==> src/rtl/alu_pkg.sv <==
// Opcode constants and FSM state encoding shared by the alu_md block.
package alu_pkg;

    localparam logic [3:0] OP_AND  = 4'b0000;
    localparam logic [3:0] OP_OR   = 4'b0001;
    localparam logic [3:0] OP_ADD  = 4'b0010;
    localparam logic [3:0] OP_SUB  = 4'b0110;
    localparam logic [3:0] OP_SLT  = 4'b0111;
    localparam logic [3:0] OP_MULU = 4'b1000;
    localparam logic [3:0] OP_DIVU = 4'b1001;

    typedef enum logic [1:0] {
        ST_IDLE = 2'd0,
        ST_BUSY = 2'd1,
        ST_DONE = 2'd2
    } state_e;

    function automatic logic is_iter_op(input logic [3:0] f);
        return (f == OP_MULU) || (f == OP_DIVU);
    endfunction

endpackage

==> src/rtl/alu_md_if.sv <==
// Request/result bundle between a requester (master) and alu_md (slave).
interface alu_md_if #(parameter int WIDTH = 32) ();

    logic             valid_in;
    logic             ready_out;
    logic [WIDTH-1:0] a_in;
    logic [WIDTH-1:0] b_in;
    logic [3:0]       f_in;
    logic             valid_out;
    logic [WIDTH-1:0] y_out;
    logic [WIDTH-1:0] hi_out;
    logic             zero_out;
    logic             c_out;
    logic             ovf_out;

    modport master (
        output valid_in, a_in, b_in, f_in,
        input  ready_out, valid_out, y_out, hi_out, zero_out, c_out, ovf_out
    );

    modport slave (
        input  valid_in, a_in, b_in, f_in,
        output ready_out, valid_out, y_out, hi_out, zero_out, c_out, ovf_out
    );

endinterface

==> src/rtl/md_iter.sv <==
// Iterative unsigned multiply (shift-add) / restoring divide, one bit per cycle.
module md_iter #(
    parameter int WIDTH = 32
) (
    input  logic             clk_i,
    input  logic             rst_i,
    input  logic             start_i,
    input  logic             div_i,
    input  logic [WIDTH-1:0] a_i,
    input  logic [WIDTH-1:0] b_i,
    output logic             done_o,
    output logic [WIDTH-1:0] lo_o,
    output logic [WIDTH-1:0] hi_o
);

    localparam int CW = $clog2(WIDTH + 1);

    logic             busy_q;
    logic             div_q;
    logic [CW-1:0]    cnt_q;
    logic [WIDTH-1:0] hi_q, lo_q, opb_q;
    logic [WIDTH-1:0] hi_d, lo_d;
    logic [WIDTH:0]   sum_w, rem_w;

    always_comb begin
        hi_d  = hi_q;
        lo_d  = lo_q;
        sum_w = {1'b0, hi_q} + (lo_q[0] ? {1'b0, opb_q} : {(WIDTH+1){1'b0}});
        rem_w = {hi_q, lo_q[WIDTH-1]};
        if (div_q) begin
            // remainder < divisor afterwards, so a WIDTH-bit subtract is exact
            if (rem_w >= {1'b0, opb_q}) begin
                hi_d = rem_w[WIDTH-1:0] - opb_q;
                lo_d = {lo_q[WIDTH-2:0], 1'b1};
            end else begin
                hi_d = rem_w[WIDTH-1:0];
                lo_d = {lo_q[WIDTH-2:0], 1'b0};
            end
        end else begin
            {hi_d, lo_d} = {sum_w, lo_q[WIDTH-1:1]};
        end
    end

    // Final step's value is presented alongside done_o so the caller can latch it.
    assign done_o = busy_q && (cnt_q == CW'(1));
    assign lo_o   = lo_d;
    assign hi_o   = hi_d;

    always_ff @(posedge clk_i) begin
        if (rst_i) begin
            busy_q <= 1'b0;
            div_q  <= 1'b0;
            cnt_q  <= '0;
            hi_q   <= '0;
            lo_q   <= '0;
            opb_q  <= '0;
        end else if (start_i) begin
            busy_q <= 1'b1;
            div_q  <= div_i;
            cnt_q  <= CW'(WIDTH);
            hi_q   <= '0;
            lo_q   <= a_i;
            opb_q  <= b_i;
        end else if (busy_q) begin
            hi_q  <= hi_d;
            lo_q  <= lo_d;
            cnt_q <= cnt_q - CW'(1);
            if (cnt_q == CW'(1)) busy_q <= 1'b0;
        end
    end

endmodule

==> src/rtl/alu_md.sv <==
// ALU with single-cycle logic/arith ops and an iterative multiply/divide unit.
// state | meaning
// IDLE  | ready for a request
// BUSY  | md_iter running WIDTH steps
// DONE  | results valid, valid_out pulse
module alu_md
    import alu_pkg::*;
#(
    parameter int WIDTH = 32
) (
    input logic     clk_in,
    input logic     rst_in,
    alu_md_if.slave bus
);

    state_e           state_q;
    logic [WIDTH-1:0] y_q, hi_q;
    logic             zero_q, c_q, ovf_q;

    logic             accept, start_iter;
    logic             iter_done;
    logic [WIDTH-1:0] iter_lo, iter_hi;

    logic [WIDTH:0]   add_w, sub_w;
    logic             add_ovf, sub_ovf;
    logic [WIDTH-1:0] alu_y;
    logic             alu_c, alu_ovf;

    assign accept     = (state_q == ST_IDLE) && bus.valid_in;
    assign start_iter = accept && is_iter_op(bus.f_in);

    md_iter #(.WIDTH(WIDTH)) u_md_iter (
        .clk_i   (clk_in),
        .rst_i   (rst_in),
        .start_i (start_iter),
        .div_i   (bus.f_in == OP_DIVU),
        .a_i     (bus.a_in),
        .b_i     (bus.b_in),
        .done_o  (iter_done),
        .lo_o    (iter_lo),
        .hi_o    (iter_hi)
    );

    always_comb begin
        add_w   = {1'b0, bus.a_in} + {1'b0, bus.b_in};
        sub_w   = {1'b0, bus.a_in} + {1'b0, ~bus.b_in} + {{WIDTH{1'b0}}, 1'b1};
        add_ovf = (bus.a_in[WIDTH-1] == bus.b_in[WIDTH-1]) && (add_w[WIDTH-1] != bus.a_in[WIDTH-1]);
        sub_ovf = (bus.a_in[WIDTH-1] != bus.b_in[WIDTH-1]) && (sub_w[WIDTH-1] != bus.a_in[WIDTH-1]);
        alu_y   = '0;
        alu_c   = 1'b0;
        alu_ovf = 1'b0;
        case (bus.f_in)
            OP_AND: alu_y = bus.a_in & bus.b_in;
            OP_OR:  alu_y = bus.a_in | bus.b_in;
            OP_ADD: begin
                alu_y   = add_w[WIDTH-1:0];
                alu_c   = add_w[WIDTH];
                alu_ovf = add_ovf;
            end
            OP_SUB: begin
                alu_y   = sub_w[WIDTH-1:0];
                alu_c   = sub_w[WIDTH];
                alu_ovf = sub_ovf;
            end
            // Sign of the difference corrected by overflow gives the true signed compare.
            OP_SLT: alu_y = {{(WIDTH-1){1'b0}}, sub_w[WIDTH-1] ^ sub_ovf};
            default: ;
        endcase
    end

    always_ff @(posedge clk_in) begin
        if (rst_in) begin
            state_q <= ST_IDLE;
            y_q     <= '0;
            hi_q    <= '0;
            zero_q  <= 1'b1;
            c_q     <= 1'b0;
            ovf_q   <= 1'b0;
        end else begin
            case (state_q)
                ST_IDLE: begin
                    if (accept) begin
                        if (is_iter_op(bus.f_in)) begin
                            state_q <= ST_BUSY;
                        end else begin
                            state_q <= ST_DONE;
                            y_q     <= alu_y;
                            hi_q    <= '0;
                            zero_q  <= (alu_y == '0);
                            c_q     <= alu_c;
                            ovf_q   <= alu_ovf;
                        end
                    end
                end
                ST_BUSY: begin
                    if (iter_done) begin
                        state_q <= ST_DONE;
                        y_q     <= iter_lo;
                        hi_q    <= iter_hi;
                        zero_q  <= (iter_lo == '0);
                        c_q     <= 1'b0;
                        ovf_q   <= 1'b0;
                    end
                end
                ST_DONE: state_q <= ST_IDLE;
                default: state_q <= ST_IDLE;
            endcase
        end
    end

    assign bus.ready_out = (state_q == ST_IDLE);
    assign bus.valid_out = (state_q == ST_DONE);
    assign bus.y_out     = y_q;
    assign bus.hi_out    = hi_q;
    assign bus.zero_out  = zero_q;
    assign bus.c_out     = c_q;
    assign bus.ovf_out   = ovf_q;

endmodule

==> src/flat_wrapper.sv <==
// flat-port wrapper written by rule: the top's interface ports become plain ports
module alu_md_flat import alu_pkg::*;
#(
    parameter int WIDTH = 32
)
  (clk_in, rst_in, bus_valid_in, bus_a_in, bus_b_in, bus_f_in, bus_ready_out, bus_valid_out, bus_y_out, bus_hi_out, bus_zero_out, bus_c_out, bus_ovf_out);
  alu_md_if #(.WIDTH(WIDTH)) bus_i ();
  input logic clk_in;
  input logic rst_in;
  input wire logic [$bits(bus_i.valid_in)-1:0] bus_valid_in;
  input wire logic [$bits(bus_i.a_in)-1:0] bus_a_in;
  input wire logic [$bits(bus_i.b_in)-1:0] bus_b_in;
  input wire logic [$bits(bus_i.f_in)-1:0] bus_f_in;
  output wire logic [$bits(bus_i.ready_out)-1:0] bus_ready_out;
  output wire logic [$bits(bus_i.valid_out)-1:0] bus_valid_out;
  output wire logic [$bits(bus_i.y_out)-1:0] bus_y_out;
  output wire logic [$bits(bus_i.hi_out)-1:0] bus_hi_out;
  output wire logic [$bits(bus_i.zero_out)-1:0] bus_zero_out;
  output wire logic [$bits(bus_i.c_out)-1:0] bus_c_out;
  output wire logic [$bits(bus_i.ovf_out)-1:0] bus_ovf_out;
  assign bus_i.valid_in = bus_valid_in;
  assign bus_i.a_in = bus_a_in;
  assign bus_i.b_in = bus_b_in;
  assign bus_i.f_in = bus_f_in;
  assign bus_ready_out = bus_i.ready_out;
  assign bus_valid_out = bus_i.valid_out;
  assign bus_y_out = bus_i.y_out;
  assign bus_hi_out = bus_i.hi_out;
  assign bus_zero_out = bus_i.zero_out;
  assign bus_c_out = bus_i.c_out;
  assign bus_ovf_out = bus_i.ovf_out;
  alu_md #(.WIDTH(WIDTH)) u_core (.clk_in(clk_in), .rst_in(rst_in), .bus(bus_i));
endmodule
==> config.mk <==
export PLATFORM = sky130hd
export DESIGN_NAME = alu_md_flat
export DESIGN_NICKNAME = d
export VERILOG_FILES = /design/src/rtl/alu_pkg.sv /design/src/rtl/alu_md_if.sv /design/src/rtl/md_iter.sv /design/src/rtl/alu_md.sv /design/src/flat_wrapper.sv
export SDC_FILE = /design/constraint.sdc
export NUM_CORES = 1
export LEC_CHECK = 0
export CORE_ASPECT_RATIO = 1.25
export CORE_MARGIN = 2
export CORE_UTILIZATION = 32
export CTS_CLUSTER_DIAMETER = 100
export DETAILED_ROUTE_END_ITERATION = 8
export HOLD_SLACK_MARGIN = 0.12
export SKIP_CTS_REPAIR_TIMING = 1
export SYNTH_ARGS = -nofsm -noshare
export SYNTH_HDL_FRONTEND = slang
export SYNTH_SLANG_ARGS = --single-unit
export TNS_END_PERCENT = 5
==> constraint.sdc <==
create_clock -name clk_in -period 5.16 [get_ports clk_in]
set_clock_uncertainty 0.2 [all_clocks]
set_input_delay 1.032 -clock clk_in [delete_from_list [all_inputs] [get_ports clk_in]]
set_output_delay 1.032 -clock clk_in [all_outputs]
set_load 0.01 [all_outputs]
; Word-level counts from Yosys, hierarchy flattened
; Cells that the tools add are included.
[classes]
n_addsub = 6
n_lt_le_gt_ge = 1
n_eq_ne = 16
mux = 38
n_bitwise = 4
n_reduce_logical = 15
[ops]
columns = operator, count
row1 = $mux W32, 12
row2 = $pmux W32 S5, 1
row3 = $pmux W32 S2, 2
row4 = $add A32 B32 Y33, 2
row5 = $logic_not A32 Y1, 2
row6 = $add A32 B33 Y33, 1
row7 = $add A33 B1 Y33 const B, 1
row8 = $ge A33 B32 Y1, 1
row9 = $and A32 B32 Y32, 1
row10 = $not A32 Y32, 1
row11 = $or A32 B32 Y32, 1
row12 = $sub A32 B32 Y32, 1
row13 = $mux W1, 12
row14 = $mux W6, 2
row15 = $pmux W1 S2, 5
row16 = $eq A4 B3 Y1 const B, 2
row17 = $eq A4 B4 Y1 const B, 2
row18 = $eq A6 B1 Y1 const B, 1
row19 = $mux W2, 3
row20 = $sub A6 B1 Y6 const B, 1
row21 = $logic_and A1 B1 Y1, 5
row22 = $eq A4 B1 Y1 const B, 1
row23 = $eq A4 B2 Y1 const B, 1
row24 = $logic_not A4 Y1, 1
row25 = 14 further kinds, 18
[word_totals]
regBits = 173
in_bits = 71
output_inout_bits = 69
word_cells = 93

; Longest topological paths before layout
; Gate-level depths: netlist of the first run.
[depth]
word_depth = 11
depth_mapped = 22
ltp_nobuf = 21

; By module
; From an unflattened synthesis of the first run, not the netlist that was laid out.
[unflattened]
hier_cells = 2338
area_unflattened_um2 = 17106.4
[modules_own_cells]
columns = mod, instances, cells_per_inst, area_each_um2, seq_area_each_um2
row1 = md_iter, 1, 1177, 8961.1, 2082.0
row2 = alu_md, 1, 1161, 8145.3, 1381.3

; Least setup slack after synthesis of the first run
; Ideal clock, no wire load.
[synth_timing]
path_type = input -> register
start = input bus_b_in[12]
end = register u_core.zero_q (netlist: u_core.bus.zero_out)
setup_time_ns = 0.084
arrival_time_ns = 4.490
required_ns = 4.876
setup_slack_ns = 0.386
stages = 21
path_buffers = 1
path_cell_list = inv_1 -> ha_1 -> clkbuf_1 -> nor4b_1 -> nor4_1 -> o221ai_1 -> a211oi_1 -> o211ai_1 -> a31oi_1 -> o21bai_1 -> fa_1 -> o22ai_1 -> nand3b_1 -> nand2_1 -> a2111oi_0 -> nand4b_1 -> nor4_1 -> nand4b_1 -> nor4_1 -> nand4_1 -> o31ai_2
[synth_via]
elab_chain_cells = 11
elab_cells_between_ends = 14
classes_between = add/sub: 3 / eq/ne: 1 / mux: 4 / bitwise: 4 / reduce/logical: 2
[synth_rtl]
columns = item, line_no
row1 = from (decl), flat_wrapper.sv:12  ; input wire logic [$bits(bus_i.b_in)-1:0] bus_b_in;
row2 = $not A32 Y32, alu_md.sv:46  ; sub_w = {1'b0, bus.a_in} + {1'b0, ~bus.b_in} + {{WIDTH{1'b0}}, 1'b1};
row3 = $add A32 B32 Y33, alu_md.sv:46
row4 = $add A33 B1 Y33, alu_md.sv:46
row5 = $ne A1 B1 Y1, alu_md.sv:48  ; sub_ovf = (bus.a_in[WIDTH-1] != bus.b_in[WIDTH-1]) && (sub_w[WIDTH-1] != bus.a_in[WIDTH-1]);
row6 = $logic_and A1 B1 Y1, alu_md.sv:48
row7 = $xor A1 B1 Y1, alu_md.sv:66  ; OP_SLT: alu_y = {{(WIDTH-1){1'b0}}, sub_w[WIDTH-1] ^ sub_ovf};
row8 = $pmux W32 S5 *, alu_md.sv:52  ; case (bus.f_in)
row9 = $logic_not A32 Y1 *, alu_md.sv:89  ; zero_q <= (alu_y == '0);
row10 = $mux W1 *, alu_md.sv:83  ; if (is_iter_op(bus.f_in)) begin
row11 = $mux W1 *, alu_md.sv:82  ; if (accept) begin
row12 = $pmux W1 S2 *, alu_md.sv:80  ; case (state_q)
row13 = to (signal assigned), alu_md.sv:89
row14 = to (signal assigned), alu_md.sv:100  ; zero_q <= (iter_lo == '0);
row15 = to (decl), alu_md.sv:18  ; logic zero_q, c_q, ovf_q;
; Every way passes the cells marked *; elsewhere a longest branch is shown, timed or not. The select of a mux whose other input is x is not followed.
; A chain may end at the register's enable or synchronous reset.

; Worst setup path after layout of the first run
[layout_timing]
start = input bus_b_in[4]
end = register u_core.zero_q (netlist: u_core.bus.zero_out)
; Same word-level chain as after synthesis.

==> metrics.csv, run 1 <==
stage,metric,value,unit
status,status,finished clean,
worst_setup_path,Setup crit end kind,register,
clock_network,Root Driver,clkbuf_16,
grt,vias in the first global route,17218,
worst_setup_path,CP startpoint,bus_b_in[4],
synth,Mapped Cells,2227,
synth,Ys Warns,0,
timing,Final Worst Setup Slack,0.193,ns
synth,post-synthesis compound-gate area fraction,28.6,%
worst_setup_path,Critical Path RT,5.35,ns
hold_path,Tightest Hold Check Type,reg2reg,
synth,Yosys cell types,80,
cells_and_area,Area Growth Syn to Fin,28.9,%
cells_and_area,layout cells sized above 1,14.6,%
grt,All-Layer GR Usage,24.4,%
hold_path,hold path startpoint,u_core.bus.hi_out[9]$_SDFFE_PP0P_,
clock_network,total CTS buffers,17,
floorplanning,core area,0.0502,mm^2
worst_setup_path,Reg-to-Reg Start,u_core.u_md_iter.lo_q[0]$_SDFFE_PP0P_,
grt,pin count of the biggest net entering global routing,68,
cells_and_area,post-layout util,41.6,%
floorplanning,Rows,92,
route,mean routed wirelength per cell,20.5,um
timing,final hold slack,0.251,ns
place,RePlAce Congestion,0.986,
timing,Worst-Margin Slew,0.901,ns
job,max-cap violation count,0,
cells_and_area,Filler Cells Inserted,5282,
power_and_ir_drop,VDD IR max,0.278,mV
synth,Syn Area/Cell,7.27,um^2
place,IO buf count,139,
synth,multiplexer share of the synthesized area,4.99,%
route,Detailed Routing Iterations Pass 1,6,
timing,final setup vio count,0,
timing,Final Slew Violations,0,
cells_and_area,Final Instance Area,0.0209,mm^2
timing,worst rel slew slack,39.8,%
grt,"Remaining Overflow, GRT",0,
worst_setup_path,Startpoint Class,input pin,
cells_and_area,final net count,2753,
worst_setup_path,Slowest Stage Delay on Critical Path,0.49,ns
power_and_ir_drop,leakage,8.79,nW
synth,Synth async-reset ratio,0,%
synth,Area contributors post-synth,"dfxtp_1 21%, ha_1 13%, a21oi_1 7.0%, nand2_1 6.8%, mux2i_1 4.6%",
synth,Post-synth top flop,dfxtp_1,
route,DR vias/cell,5.57,
timing,Fin. Hold Viols,0,
route,Starting DRT DRC Count,1535,
timing,Fmax,0.201,GHz
clock_network,clock-pin slew on the worst setup and hold paths,0.07,ns
grt,first-pass GRT wire length,99300,um
synth,simple-gate share of the synthesized area,20.0,%
clock_network,Sink Count,173,
clock_network,clock buffer depth,2,
route,Total Wirelength,65200,um
synth,xor/xnor share of the synthesized area,4.44,%
synth,main combinational cell family by area after synthesis,compound AO/OA/AOI/OAI gates,
synth,most instantiated cells after synthesis,"292 x nand2_1, 225 x a21oi_1, 173 x dfxtp_1",
synth,"count leader, synth",nand2_1,
clock_network,Worst-Skew Late Latency,0.46,ns
floorplanning,Die W,205,um
synth,"area leader, netlist",dfxtp_1,
synth,"Seq/Total Area, Yosys",21.4,%
route,DRC,0,
synth,number of synthesized flops with an enable pin,0,
worst_setup_path,kind of critical path,in2reg,
worst_setup_path,"Slowest-stage cell, CP",clkdlybuf4s50_1,
synth,syn_nets,2471,
synth,Synth Register Bits,173,
floorplanning,Die H,255,um
timing,RSZ-0062 raised after global routing,true,
synth,post-synthesis adder-cell area fraction,13.6,%
place,Area after DPL,0.0198,mm^2
place,HPWL after detailed placement,51400,um
worst_setup_path,cells along the critical path,clkdlybuf4s50_1 > inv_2 > ha_4 > nor2_4 > nand3_4 > a21boi_4 > o21a_4 > a211oi_4 > o211ai_1 > a31oi_1 > o21bai_1 > fa_2 > o22ai_1 > nand3b_1 > nand2_2 > a2111oi_4 > nand4b_1 > nor4_2 > nand4b_1 > nor4_2 > nand4_1 > o31ai_2,
synth,synthesized cell area,0.0162,mm^2
synth,post-synth top area share,21.4,%
clock_network,CTS tree,done,
worst_setup_path,worst-path fanout max,3,
grt,antenna violations before repair,0,
timing,Tmin final,4.97,ns
route,via count,17718,
power_and_ir_drop,Total Power,4.56,mW
place,Setup Slack @ Placement,-0.971,ns
route,post-detailed-route count of antenna-violating nets,0,
floorplanning,DIE AREA,0.0524,mm^2
power_and_ir_drop,PwrDens,219,mW/mm^2
floorplanning,I/O pin cnt,140,
floorplanning,Starting Density,32.2,%
clock_network,H-Tree Level Count,4,
worst_setup_path,WP data arrival,5.15,ns
timing,Tcrit/Tclk final,96.3,%
cells_and_area,# diodes,0,
-- through the flow --
step,setup TNS (ns),instances
after global routing,-0.0431,3180
after floorplan,0,2227
after detailed placement,-1.35,3144
after CTS,-0.515,3176
final,0,3180
after global placement,-0.947,3144
-- layout make-up --
type                       instances  area, um^2  share of cell area, %
multi-input combinational       1759       12000                   57.7
clock inverter                    12         146                  0.702
clock buffer                      20         468                   2.24
timing repair buffer             383        3250                   15.6
inverter                         175         657                   3.15
tap                              658         823                   3.95
sequential                       173        3470                   16.6
-- flip-flops by register name, summed over array words and instances (netlist names) --
signal                   count
u_core.bus.y_out            32
u_core.bus.c_out             1
u_core.u_md_iter.opb_q      32
u_core.state_q               2
u_core.u_md_iter.busy_q      1
u_core.u_md_iter.hi_q       32
u_core.bus.zero_out          1
u_core.u_md_iter.cnt_q       6
u_core.u_md_iter.lo_q       32
u_core.u_md_iter.div_q       1
u_core.bus.ovf_out           1
u_core.bus.hi_out           32
-- cells by family (layout without fill, tap and decap cells) --
group	after synthesis	in the layout
DFF	173	173
buffers and inverters	295	590
xor gates and xnor gates	82	82
and+or+nand+nor	705	705
muxes	80	80
AOI/OAI and AO/OA	719	719
adders and majority gates	173	173
-- critical path: cells and delay by family --
kind / cells / cell delay, ns
adder cells (fa/ha/maj): 2 / 0.52
AO/OA/AOI/OAI: 9 / 1.56
AND/OR/NAND/NOR: 9 / 1.49
buffers and inverters: 2 / 0.55
-- path summary, 6_finish.rpt --
kind / cells past startpoint / slack [ns] / endpoint
worst min register to register: 2 / 0.25 / u_core.bus.hi_out[9]$_SDFFE_PP0P_
worst max-delay path: 22 / 0.19 / u_core.bus.zero_out$_SDFFE_PP1P_
worst min-delay path: 2 / 0.25 / u_core.bus.hi_out[9]$_SDFFE_PP0P_
worst max register to register: 14 / 0.92 / u_core.u_md_iter.hi_q[29]$_SDFFE_PP0P_
-- routing by layer --
layer  track usage, %  wire (um)  up-vias
met3             2.46       3130      133
li1                 -          -     8504
met5                0          0        -
met1             29.2      26800     8460
met4             9.89       2560        0
met2             44.1      32700      621
-- cells in the final DEF, fill, tap and decap left out, types with 14 or more instances in the layout --
cell type          n
inv_1            155
o21a_1            16
nor2_1           157
a221oi_1          15
and3_1            18
clkdlybuf4s50_1  120
buf_4            244
a31oi_1           18
dfxtp_1          171
mux2i_1           75
inv_2             20
ha_4              14
clkbuf_16         18
nand4_1           19
o21bai_1          14
nand2b_1          18
ha_1             153
nor3_1            29
nand2_1          289
a21o_1            47
nand3_1           38
nor2b_1           18
dlymetal6s2s_1    16
a21oi_1          223
o21ai_0          115
xnor2_1           52
and2_1            42
o31ai_1           23
o211ai_1          61
o22ai_1           14
xor2_1            30
a211oi_1          33
o21ai_1           23
-- where the power goes --
| group | leakage, nW | internal, mW | switching [mW] |
|---|---|---|---|
| sequential | 1.40 | 1.37 | 0.0526 |
| combinational | 7.09 | 0.743 | 1.01 |
| clock | 0.297 | 0.767 | 0.618 |
| total | 8.79 | 2.88 | 1.68 |
Power figures use the tool's default switching activity.
==> run 2, diff against run 1 <==
==> constraint.sdc (replaced) <==
create_clock -name clk_in -period 5.16 [get_ports clk_in]
set_clock_uncertainty 0.2 [all_clocks]
set_input_delay 1.29 -clock clk_in [delete_from_list [all_inputs] [get_ports clk_in]]
set_output_delay 1.29 -clock clk_in [all_outputs]
set_load 0.01 [all_outputs]
==> run 2 against run 1 <==
Against the previous run: sequential cell count unchanged; cell count increased by 1.2%; clock power about the same; critical path depth decreased by 2; register-to-register slack got worse by 0.03 ns; total power increased by 0.62%; setup slack improved by 0.0069 ns; die area unchanged; critical path type unchanged; largest cell class unchanged; largest power group unchanged.
==> metrics.csv, run 2 (synthesis gave the netlist of run 1 again) <==
stage,metric,value,unit,change
status,status,finished clean,,
power_and_ir_drop,leakage,9.18,nW,+4.5%
route,Starting DRT DRC Count,1409,,-8.2%
cells_and_area,Filler Cells Inserted,5165,,-2.2%
floorplanning,Starting Density,32.2,%,unchanged
floorplanning,I/O pin cnt,140,,unchanged
power_and_ir_drop,Net Sw Power,1.68,mW,about the same
cells_and_area,register area,0.00347,mm^2,unchanged
grt,All-Layer GR Usage,24.4,%,about the same
floorplanning,Rows,92,,unchanged
cells_and_area,"most common cell after layout, fill and taps aside",nand2_1,,
clock_network,CTS tree,done,,
clock_network,clock-pin slew on the worst setup and hold paths,0.08,ns,about the same
route,post-detailed-route count of antenna-violating nets,0,,unchanged
timing,Fmax,0.202,GHz,+0.14%
clock_network,Sink Count,173,,unchanged
worst_setup_path,Critical Path RT,5.36,ns,about the same
worst_setup_path,Startpoint Class,input pin,,
hold_path,worst hold path cell count,2,,unchanged
worst_setup_path,Slowest Stage Delay on Critical Path,0.54,ns,+0.05 ns
route,mean routed wirelength per cell,20.3,um,-0.90%
power_and_ir_drop,Clock Power Share,30.0,%,-0.4 points
worst_setup_path,kind of critical path,in2reg,,
clock_network,Root Driver,clkbuf_16,,
place,HPWL after detailed placement,51700,um,+0.65%
grt,pin count of the biggest net entering global routing,77,,+13%
grt,"Remaining Overflow, GRT",0,,unchanged
worst_setup_path,"Slowest-stage cell, CP",clkdlybuf4s50_1,,
route,Detailed Routing Iterations Pass 1,6,,unchanged
timing,setup TNS,0,ns,unchanged
route,via count,17731,,+0.073%
floorplanning,core area,0.0502,mm^2,unchanged
worst_setup_path,worst-path fanout max,4,,+1
timing,worst rel slew slack,41.9,%,+2.1 points
floorplanning,Die W,205,um,unchanged
clock_network,clock buffer depth,2,,unchanged
cells_and_area,"commonest cells after routing, fill and taps aside","290 x nand2_1, 279 x buf_4, 221 x a21oi_1",,
grt,met3 Track Usage GR,2.54,%,+0.077 points
timing,Final Slew Violations,0,,unchanged
grt,met1 usage,29.8,%,+0.57 points
grt,first-pass GRT wire length,99500,um,+0.17%
power_and_ir_drop,VDD IR max,0.238,mV,-15%
cells_and_area,Area Growth Syn to Fin,32.1,%,
grt,vias in the first global route,17523,,+1.8%
clock_network,total CTS buffers,17,,unchanged
timing,final setup vio count,0,,unchanged
worst_setup_path,"Buf+Inv Stages, Crit Path",2,,unchanged
power_and_ir_drop,sequential share of power,31.0,%,-0.3 points
cells_and_area,footprint of the multi-input gates,0.0122,mm^2,+1.4%
place,Cells after DPL,3179,,+1.1%
route,DRC,0,,unchanged
worst_setup_path,Setup crit end kind,register,,
grt,grt met2 use,43.4,%,-0.69 points
clock_network,Worst-Skew Late Latency,0.47,ns,about the same
cells_and_area,final net count,2789,,+1.3%
power_and_ir_drop,internal power,2.91,mW,+1.0%
clock_network,H-Tree Level Count,4,,unchanged
timing,Tcrit/Tclk final,96.1,%,-0.13 points
power_and_ir_drop,Total Power,4.59,mW,+0.62%
hold_path,Tightest Hold Check Type,reg2reg,,
place,RePlAce Congestion,0.978,,-0.88%
worst_setup_path,WP data arrival,5.16,ns,about the same
worst_setup_path,critical path depth,20,,-9.1%
worst_setup_path,cells along the critical path,clkdlybuf4s50_1 > inv_1 > ha_2 > nor3_4 > o21a_1 > o21ai_0 > o211ai_1 > a31oi_1 > o21bai_1 > fa_2 > o22ai_2 > nand3b_1 > nand2_2 > a2111oi_4 > nand4b_1 > nor4_2 > nand4b_1 > nor4_2 > nand4_1 > o31ai_2,,
power_and_ir_drop,PwrDens,215,mW/mm^2,-1.8%
job,max-cap violation count,0,,unchanged
worst_setup_path,"delay-heaviest family, CP",simple AND/OR/NAND/NOR gates,,
timing,Tmin final,4.96,ns,-0.00689 ns
power_and_ir_drop,Logic pwr share,38.9,%,+0.5 points
grt,grt peak-use layer,met2,,
route,DR vias/cell,5.51,,-1.1%
grt,antenna violations before repair,1,,+1
floorplanning,DIE AREA,0.0524,mm^2,unchanged
timing,Fin. Hold Viols,0,,unchanged
worst_setup_path,Reg2Reg Depth,14,,unchanged
power_and_ir_drop,Switching Share,36.5,%,-0.25 points
route,Total Wirelength,65300,um,+0.25%
cells_and_area,layout cells sized above 1,17.4,%,+2.8 points
floorplanning,Die H,255,um,unchanged
timing,Worst-Margin Slew,0.869,ns,-0.0328 ns
cells_and_area,post-route insts no fill,3217,,+1.2%
place,IO buf count,139,,unchanged
==> run 2: worst min-delay path, cell delays in order, from the launching register on <==
cell and delay, ns:
dfxtp_1 0.31, nand2_1 0.05, o21ai_1 0.05
==> run 2: final timing paths <==
check	slack, ns	endpoint	startpoint
setup / recovery	0.20	u_core.bus.zero_out$_SDFFE_PP1P_	bus_a_in[21]
hold / removal	0.25	u_core.bus.hi_out[5]$_SDFFE_PP0P_	u_core.bus.hi_out[5]$_SDFFE_PP0P_
hold reg to reg	0.25	u_core.bus.hi_out[5]$_SDFFE_PP0P_	u_core.bus.hi_out[5]$_SDFFE_PP0P_
setup reg to reg	0.89	u_core.u_md_iter.hi_q[29]$_SDFFE_PP0P_	u_core.u_md_iter.lo_q[0]$_SDFFE_PP0P_
==> run 2: stage by stage <==
stage / worst slack (ns) / utilization (%) / area [um^2] / hold slack (ns)
after floorplan: 0.128 / - / 16200 / 0.245
after global placement: -0.919 / 39.9 / 20000 / 0.241
after detailed placement: -1.22 / 39.9 / 20000 / 0.243
after CTS: -0.753 / 41.2 / 20700 / 0.256
after global routing: -0.00118 / 42.6 / 21400 / 0.287
final: 0.200 / 42.6 / 21400 / 0.248
==> run 2: power groups by stage <==
stage | combinational, mW | clock, mW | sequential [mW]
after detailed placement | 1.68 | 0 | 1.45
after floorplan | 0.984 | 0 | 1.43
after global routing | 1.92 | 1.45 | 1.43
after global placement | 1.68 | 0 | 1.45
after CTS | 1.69 | 1.40 | 1.42
final | 1.79 | 1.38 | 1.42
==> run 2: area by class of cell <==
class                   count  area share (%)
diodes                      1          0.0117
well taps                 658            3.85
inverters                 175            3.07
clock inverters            12           0.696
repair buffers            419            16.8
multi-input cells        1759            57.1
clock buffers              20            2.19
flip-flops and latches    173            16.2
==> run 2: metal layers <==
| layer | up-vias | wire [um] |
|---|---|---|
| li1 | 8595 | - |
| met1 | 8447 | 27200 |
| met2 | 582 | 32500 |
| met3 | 107 | 3090 |
| met4 | 0 | 2550 |
| met5 | - | 0 |
